## src/rtl/conv_ctrl_pkg.sv

```systemverilog
// Shared defaults, index width and FSM state type for the coefficient loader.
package conv_ctrl_pkg;

   localparam int unsigned COEF_W_DEF = 16;
   localparam int unsigned N_COEF_DEF = 25;
   localparam int unsigned IDX_W      = 6;

   typedef enum logic [1:0] {
      StIdle,
      StCommit,
      StStream,
      StDone
   } state_e;

endpackage

```

## src/rtl/strobe_sync.sv

```systemverilog
// Two-flop synchroniser for an asynchronous request level, plus rising-edge detect.
module strobe_sync (
   input  logic clk,
   input  logic rst_n,
   input  logic strobe_i,
   output logic level_o,
   output logic rise_o
);

   // [0],[1] are the synchroniser stages; [2] remembers the previous synchronised level
   logic [2:0] sync_q, sync_d;

   // shift the raw level one stage per clock
   always_comb begin
      sync_d = {sync_q[1:0], strobe_i};
   end

   // synchroniser and history registers
   always_ff @(posedge clk or negedge rst_n) begin
      if (!rst_n) begin
         sync_q <= '0;
      end else begin
         sync_q <= sync_d;
      end
   end

   assign level_o = sync_q[1];
   assign rise_o  = sync_q[1] & ~sync_q[2];

endmodule

```

## src/rtl/coef_load_ctrl.sv

```systemverilog
// Coefficient loader: AXI-side writes fill a shadow bank; on a vsync edge the
// shadow is committed to the active bank and streamed to the convolution engine.
// Optional feature macro: COEF_READBACK_EN (shadow readback over the read strobe).
module coef_load_ctrl
   import conv_ctrl_pkg::*;
#(
   parameter int unsigned COEF_W             = COEF_W_DEF,
   parameter int unsigned N_COEF             = N_COEF_DEF,
   parameter bit          RELOAD_EVERY_FRAME = 1'b1
) (
   input  logic              clk,
   input  logic              rst_n,
   input  logic              wr_strobe_i,
   input  logic [7:0]        addr_i,
   input  logic [31:0]       wr_data_i,
   output logic              wr_ack_o,
   input  logic              rd_strobe_i,
   output logic              rd_ack_o,
   output logic [31:0]       rd_data_o,
   input  logic              vs_i,
   output logic [COEF_W-1:0] coeff_o,
   output logic              coeff_valid_o,
   output logic [IDX_W-1:0]  coeff_idx_o,
   output logic              load_done_o,
   output logic              pending_o
);

   logic              wr_level, wr_rise, wr_hit;
   logic [IDX_W-1:0]  wr_idx;
   state_e            state_q, state_d;
   logic [IDX_W-1:0]  k_q, k_d;
   logic              vs_q;
   logic              dirty_q, dirty_d;
   logic [COEF_W-1:0] shadow_q [N_COEF];
   logic [COEF_W-1:0] shadow_d [N_COEF];
   logic [COEF_W-1:0] active_q [N_COEF];
   logic [COEF_W-1:0] active_d [N_COEF];
   logic [COEF_W-1:0] act_sel;
   logic [COEF_W-1:0] coeff_q, coeff_d;
   logic [IDX_W-1:0]  idx_q, idx_d;
   logic              valid_q, valid_d;
   logic              done_q, done_d;
   logic              wr_ack_q, wr_ack_d;
   logic              unused_bits;

   strobe_sync u_wr_sync (
      .clk      (clk),
      .rst_n    (rst_n),
      .strobe_i (wr_strobe_i),
      .level_o  (wr_level),
      .rise_o   (wr_rise)
   );

   assign wr_idx = addr_i[7:2];
   // out-of-range writes are still acknowledged, just not stored
   assign wr_hit = wr_rise && (32'(wr_idx) < N_COEF);

   // write handshake: ack rises after the edge, holds while the request stays high
   always_comb begin
      wr_ack_d = wr_rise | (wr_ack_q & wr_level);
   end

   // bank update: commit copies the pre-write shadow; a same-cycle write keeps dirty set
   always_comb begin
      shadow_d = shadow_q;
      active_d = active_q;
      dirty_d  = dirty_q;
      if (state_q == StCommit) begin
         active_d = shadow_q;
         dirty_d  = 1'b0;
      end
      if (wr_hit) begin
         for (int i = 0; i < int'(N_COEF); i++) begin
            if (wr_idx == IDX_W'(i)) begin
               shadow_d[i] = wr_data_i[COEF_W-1:0];
            end
         end
         dirty_d = 1'b1;
      end
   end

   // select the active coefficient addressed by the stream counter
   always_comb begin
      act_sel = '0;
      for (int i = 0; i < int'(N_COEF); i++) begin
         if (k_q == IDX_W'(i)) begin
            act_sel = active_q[i];
         end
      end
   end

   // FSM next state and registered-output next values
   always_comb begin
      state_d = state_q;
      k_d     = k_q;
      coeff_d = coeff_q;
      idx_d   = idx_q;
      valid_d = 1'b0;
      done_d  = 1'b0;
      unique case (state_q)
         StIdle: begin
            if (vs_i && !vs_q && (RELOAD_EVERY_FRAME || dirty_q)) begin
               state_d = StCommit;
            end
         end
         StCommit: begin
            k_d     = '0;
            state_d = StStream;
         end
         StStream: begin
            valid_d = 1'b1;
            idx_d   = k_q;
            coeff_d = act_sel;
            if (32'(k_q) == N_COEF - 1) begin
               state_d = StDone;
            end else begin
               k_d = k_q + IDX_W'(1);
            end
         end
         StDone: begin
            done_d  = 1'b1;
            state_d = StIdle;
         end
         default: state_d = StIdle;
      endcase
   end

   // all state, banks and outputs
   always_ff @(posedge clk or negedge rst_n) begin
      if (!rst_n) begin
         state_q  <= StIdle;
         k_q      <= '0;
         vs_q     <= 1'b0;
         dirty_q  <= 1'b0;
         shadow_q <= '{default: '0};
         active_q <= '{default: '0};
         coeff_q  <= '0;
         idx_q    <= '0;
         valid_q  <= 1'b0;
         done_q   <= 1'b0;
         wr_ack_q <= 1'b0;
      end else begin
         state_q  <= state_d;
         k_q      <= k_d;
         vs_q     <= vs_i;
         dirty_q  <= dirty_d;
         shadow_q <= shadow_d;
         active_q <= active_d;
         coeff_q  <= coeff_d;
         idx_q    <= idx_d;
         valid_q  <= valid_d;
         done_q   <= done_d;
         wr_ack_q <= wr_ack_d;
      end
   end

   assign coeff_o       = coeff_q;
   assign coeff_idx_o   = idx_q;
   assign coeff_valid_o = valid_q;
   assign load_done_o   = done_q;
   assign pending_o     = dirty_q;
   assign wr_ack_o      = wr_ack_q;

`ifdef COEF_READBACK_EN
   logic              rd_level, rd_rise;
   logic [IDX_W-1:0]  rd_idx;
   logic [COEF_W-1:0] shd_sel;
   logic [31:0]       rd_data_q, rd_data_d;
   logic              rd_ack_q, rd_ack_d;

   strobe_sync u_rd_sync (
      .clk      (clk),
      .rst_n    (rst_n),
      .strobe_i (rd_strobe_i),
      .level_o  (rd_level),
      .rise_o   (rd_rise)
   );

   assign rd_idx = addr_i[7:2];

   // readback mux over the shadow bank
   always_comb begin
      shd_sel = '0;
      for (int i = 0; i < int'(N_COEF); i++) begin
         if (rd_idx == IDX_W'(i)) begin
            shd_sel = shadow_q[i];
         end
      end
   end

   // capture read data on the edge; same 4-phase ack as writes
   always_comb begin
      rd_data_d = rd_data_q;
      rd_ack_d  = rd_rise | (rd_ack_q & rd_level);
      if (rd_rise) begin
         rd_data_d = (32'(rd_idx) < N_COEF) ? 32'(shd_sel) : 32'hFFFF_FFFF;
      end
   end

   // read handshake registers
   always_ff @(posedge clk or negedge rst_n) begin
      if (!rst_n) begin
         rd_data_q <= '0;
         rd_ack_q  <= 1'b0;
      end else begin
         rd_data_q <= rd_data_d;
         rd_ack_q  <= rd_ack_d;
      end
   end

   assign rd_ack_o  = rd_ack_q;
   assign rd_data_o = rd_data_q;
`else
   assign rd_ack_o  = 1'b0;
   assign rd_data_o = '0;
`endif

   // upper write-data bits (and the read strobe without readback) are intentionally ignored
   assign unused_bits = ^{wr_data_i, rd_strobe_i};

endmodule
```

## config.mk

```make
export PLATFORM = sky130hd
export DESIGN_NAME = coef_load_ctrl
export DESIGN_NICKNAME = d
export VERILOG_FILES = /design/src/rtl/conv_ctrl_pkg.sv /design/src/rtl/strobe_sync.sv /design/src/rtl/coef_load_ctrl.sv
export SDC_FILE = /design/constraint.sdc
export NUM_CORES = 1
export LEC_CHECK = 0
export ABC_AREA = 0
export CORE_MARGIN = 3
export CORE_UTILIZATION = 45
export CTS_BUF_LIST = sky130_fd_sc_hd__clkbuf_16
export CTS_CLUSTER_DIAMETER = 60
export CTS_CLUSTER_SIZE = 8
export DETAILED_ROUTE_END_ITERATION = 8
export SYNTH_ARGS = -nofsm -noshare
export SYNTH_HDL_FRONTEND = slang
export SYNTH_SLANG_ARGS = --single-unit
```

## constraint.sdc

```tcl
create_clock -name clk -period 5.1 [get_ports clk]
set_input_delay 1.53 -clock clk [delete_from_list [all_inputs] [get_ports clk]]
set_output_delay 1.53 -clock clk [all_outputs]
set_load 0.005 [all_outputs]
```

==> After elaboration in Yosys (flattened, before gate mapping) <==
Cells that the tools add are included.
{ "totals": {"regBits": 838, "latch_bits": 0, "ramBits": 0, "rom_bits": 0, "in_bits": 45, "word_cells": 189, "mem_count": 0} }
{ "op_classes": {"n_addsub": 1, "multipliers": 0, "n_div": 0, "n_lt_le_gt_ge": 1, "n_eq_ne": 54, "n_shift": 0, "n_mux": 34, "bitwise": 4, "n_reduce_logical": 35} }
{ "ops": {"columns": ["op", "n"], "rows": [
  ["$mux 16", 25],
  ["$eq 6x5->1 const B", 18],
  ["$eq 6x4->1 const B", 16],
  ["$reduce_and 2->1", 27],
  ["$eq 6x3->1 const B", 8],
  ["$eq 6x2->1 const B", 4],
  ["$eq 6x1->1 const B", 2],
  ["$logic_not 6->1", 2],
  ["$pmux 6 s2", 1],
  ["$pmux 2 s4", 1],
  ["$add 6x1->6 const B", 1],
  ["$lt 6x5->1 const B", 1],
  ["$mux 6", 1],
  ["$ne 2x2->1 const B", 3],
  ["$eq 2x2->1 const B", 2],
  ["$mux 1", 4],
  ["$mux 2", 2],
  ["$reduce_bool 2->1", 2],
  ["$and 1x1->1", 2],
  ["$eq 2x1->1 const B", 1],
  ["$logic_and 1x1->1", 2],
  ["$logic_not 2->1", 1],
  ["$logic_not 1->1", 1],
  ["$not 1->1", 1],
  ["$or 1x1->1", 1]
]} }

==> Depth between registers and ports, before layout <==
{ "logic_depth": {"ltp_word": 26, "depth_mapped": 10, "depth_no_buf": 8} }

==> By module <==
A second synthesis with hierarchy kept.
{ "hier_totals": {"cells_unflattened": 2605, "hier_area_um2": 35591.6} }
{ "modules_own_cells": {"columns": ["mod", "n_inst", "cells_each", "area_each_um2", "seq_area_each_um2"], "rows": [
  ["coef_load_ctrl", 1, 2601, 35502.8, 20895.0],
  ["strobe_sync", 1, 4, 88.8, 75.1]
]} }

==> Worst setup path before layout <==
No wires, ideal clock.
{ "synth_path": {"kind": "input-to-reg", "from": "in addr_i[7]", "to": "reg shadow_q[213] (netlist name)", "arrival_time_ns": 3.290, "required_time_ns": 4.975, "setup_slack_ns": 1.685, "cell_stages": 6, "path_buffers": 2, "cell_sequence": "or3b_4 or3b_1 buf_6 nor3_4 buf_4 mux2_2"} }
{ "synth_between": {"elab_chain_len": 3} }
{ "synth_rtl": {"columns": ["element", "line_no", "text"], "rows": [
  ["from (decl)", "coef_load_ctrl.sv:14", "input logic [7:0] addr_i,"],
  ["$lt 6x5->1", "coef_load_ctrl.sv:56", "assign wr_hit = wr_rise && (32'(wr_idx) < N_COEF);"],
  ["$logic_and 1x1->1", "coef_load_ctrl.sv:56", null],
  ["$reduce_and 2->1 (no source line) *", null, null],
  ["to (signal assigned)", "coef_load_ctrl.sv:147", "shadow_q <= shadow_d;"],
  ["to (decl)", "coef_load_ctrl.sv:34", "logic [COEF_W-1:0] shadow_q [N_COEF];"]
]} }
Mark *: on every way between the ends. The rest lies on a longest branch, timed or not.
A chain may end at the register's enable or synchronous reset.

==> Worst setup path in the final report <==
{ "layout_path": {"from": "reg k_q[0]", "to": "reg coeff_q[10] (netlist: coeff_o[10])"} }
{ "layout_between": {"elab_chain_len": 26} }
{ "layout_rtl": {"columns": ["element", "line_no", "text"], "rows": [
  ["from (decl)", "coef_load_ctrl.sv:31", "logic [IDX_W-1:0] k_q, k_d;"],
  ["from (signal assigned)", "coef_load_ctrl.sv:144", "k_q <= k_d;"],
  ["$logic_not 6->1", "coef_load_ctrl.sv:86", "if (k_q == IDX_W'(i)) begin"],
  ["$mux 16 (24 in series)", "coef_load_ctrl.sv:86", null],
  ["$mux 16 *", "coef_load_ctrl.sv:86", null],
  ["to (signal assigned)", "coef_load_ctrl.sv:149", "coeff_q <= coeff_d;"],
  ["to (decl)", "coef_load_ctrl.sv:39", "logic [COEF_W-1:0] coeff_q, coeff_d;"]
]} }
Marks and branches as above.

==> reports/results.ini <==
[worst_setup_path]
start_kind=flip-flop
cp-end-kind=flip-flop
critPathMaxFanout=10
cp.required_ps=5660
worstSetupPathType=flip-flop to flip-flop
cp.arrival_ps=4610

[grt]
grt_pass1_wl_um=156000
antenna_found_initial=7
grt_max_degree=138
grt_use_total=0.253
grt.overflow.total=0
grt_pass1_vias=23900

[timing]
finalClockSkew_ps=16.1
clock.fmax_ghz=0.247
min_period_ps=4040
slew_viol_final=0
slew_headroom=0.241
whs_ps=361
rsz0062_at_grt=no
worst_pin_slew_ps=1130
setup_tns_ps=0
finalHoldViolations=0
period_share=0.793
setup_ws_ps=1060
finalSetupViolations=0

[logic_synthesis]
synthAdderAreaFrac=0.00280
synthFlopType=dfrtp_1
synth_cell_type_count=95
synth-seq-cells=838
synth_compound_area_frac=0.0675
synth_area_mm2=0.0358
synth_area_leaders=dfrtp_1, mux2_2, clkbuf_1
synth-simple-area-share=0.0582
synth_top_area_share=0.586
synthCells=2569
synth-edff-count=0
yosysSeqAreaShare=0.586
synth_xor_xnor_area_share=0.000978
yosysTopAreaCell=dfrtp_1
yosysMostFrequentCell=dfrtp_1
syn_area_per_cell_um2=13.9
yosysWarnings=0
synth.area.mux_share=0.255
netlist_top_cells_count=dfrtp_1, mux2_2, clkbuf_1
synthArstFlopShare=1.00
synth_top_family_by_area=multiplexers

[final_layout]
seq_area_mm2=0.0210
multi_input_area_mm2=0.0139
syn_to_final_growth_pct=13.7
drive_gt1_frac=0.403
nFillCells=6600
fin_nets=2722

[floorplanning]
ios=104
core_mm2=0.0781
start_util=0.458
fp.dieH_um=288
die_area_mm2=0.0830
rows=102
die_w_um=288

[run]
drv_cap=0

[clocking]
post-cts-setup-buffer-count=0
clockRootBuffer=clkbuf_16
clk_path_buf_depth=3
clkTransAtPathRegs_ps=50
cts_inserted_buffers=115
clk_latency_ps=660
cts-htree-levels=3
clock_sinks=838
holdBufCountCts=0
cts_tree=done
post_cts_resized=0

[placement]
io_buffer_count=51
dp_slack_ps=780
gp_congestion=0.923
dp_hpwl_um=68600

[status]
status=completed

[route]
via_per_inst=6.06
drt-total-wl_um=103000
ant_nets=0
drt-initial-drc-count=1650
vias=22500
route.detailed.wl_per_inst_um=27.7
firstDrtPassIters=7
drc=0

[hold_path]
hp-class=flip-flop to flip-flop

[pwr]
pwr_density_cell_mw_per_mm2=516
cellLeakagePower_nw=19.6
ir_worst_vdd_mv=0.313

[layout by cell type (no fill, tap or decap), types with 6 or more instances in the layout]
cell type	n
diode_2	6
nor4_1	9
mux2_2	784
o211ai_1	14
ha_1	6
buf_12	14
a21oi_1	45
o22a_1	9
o21ai_0	48
and3_1	15
mux2_4	20
o2111ai_1	8
conb_1	33
nor2_1	88
nor2b_1	6
dfrtp_1	838
o221ai_1	15
o22ai_1	49
a22o_1	6
buf_4	80
a211oi_1	8
nand3_1	35
a32oi_1	7
nand4_1	7
a22oi_1	22
o31ai_1	7
a31oi_1	8
a221o_1	9
clkbuf_16	119
nor3_4	7
nand2_1	88
nor2_2	7
inv_1	16
a221oi_1	32
clkdlybuf4s50_1	50
o21a_1	6
or3_1	9
nand2b_1	9
nor3_1	30
[critical path, cell delays in order (launching register included)]
cell and delay [ps]:
dfrtp_1 480, inv_1 160, ha_1 450, buf_4 300, or3b_1 610, nor2_1 690, a221oi_1 170, o21ai_0 260
o2111ai_1 470, a221oi_2 370
[where the power goes]
group	switching (mW)	internal [mW]	total, mW
registers	0.913	8.18	9.09
clock network	2.64	4.08	6.71
logic	2.85	2.35	5.20
[registers in the layout (all words and copies together), names as in the netlist]
| name | count |
|---|---|
| coeff_valid_o | 1 |
| shadow_q | 400 |
| state_q | 2 |
| coeff_idx_o | 6 |
| k_q | 6 |
| pending_o | 1 |
| load_done_o | 1 |
| coeff_o | 16 |
| wr_ack_o | 1 |
| active_q | 400 |
| vs_q | 1 |
| u_wr_sync.sync_q | 3 |
[through the flow]
step | utilization | power, mW | std cells | area (µm²)
floorplan | - | 12.2 | 2601 | 35900
global placement | 0.482 | 14.1 | 3592 | 37600
detailed placement | 0.482 | 14.3 | 3592 | 37600
CTS | 0.521 | 21.1 | 3716 | 40700
global route | 0.521 | 21.9 | 3716 | 40700
finish | 0.521 | 21.0 | 3722 | 40700
[area by class of cell]
| type | instances | share of cell area |
|---|---|---|
| well taps | 1040 | 0.0320 |
| inverters | 16 | 0.00148 |
| clock inverters | 5 | 0.00126 |
| multi-input cells | 1553 | 0.342 |
| repair buffers | 145 | 0.0343 |
| clock buffers | 119 | 0.0732 |
| flip-flops and latches | 838 | 0.515 |
| diodes | 6 | 0.000369 |
[worst paths after layout]
path	from	endpoint	cells past startpoint	slack, ps
max in group asynchronous	rst_n	shadow_q[393]	2	3020
worst min-delay path	u_wr_sync.sync_q[0]	u_wr_sync.sync_q[1]	0	360
worst max-delay path	k_q[0]	coeff_o[10]	9	1060
min in group asynchronous	rst_n	active_q[68]	1	970
worst min register to register	u_wr_sync.sync_q[0]	u_wr_sync.sync_q[1]	0	360
worst max register to register	k_q[0]	coeff_o[10]	9	1060
[kinds of logic after synthesis]
| kind of cell | Yosys count |
|---|---|
| AOI/OAI and AO/OA | 334 |
| xor gates and xnor gates | 4 |
| adders and majority gates | 8 |
| buffers and inverters | 210 |
| DFF | 838 |
| muxes | 804 |
| other | 1 |
| and+or+nand+nor | 370 |
[per-layer routing]
| metal | up-vias | GRT usage | wire [µm] |
|---|---|---|---|
| met2 | 732 | 0.408 | 49300 |
| met4 | 2 | 0.106 | 4540 |
| met1 | 12000 | 0.335 | 43600 |
| met3 | 269 | 0.0488 | 5770 |
| li1 | 9525 | - | - |
| met5 | - | 0 | 13 |
(Power assumes the default switching activity.)
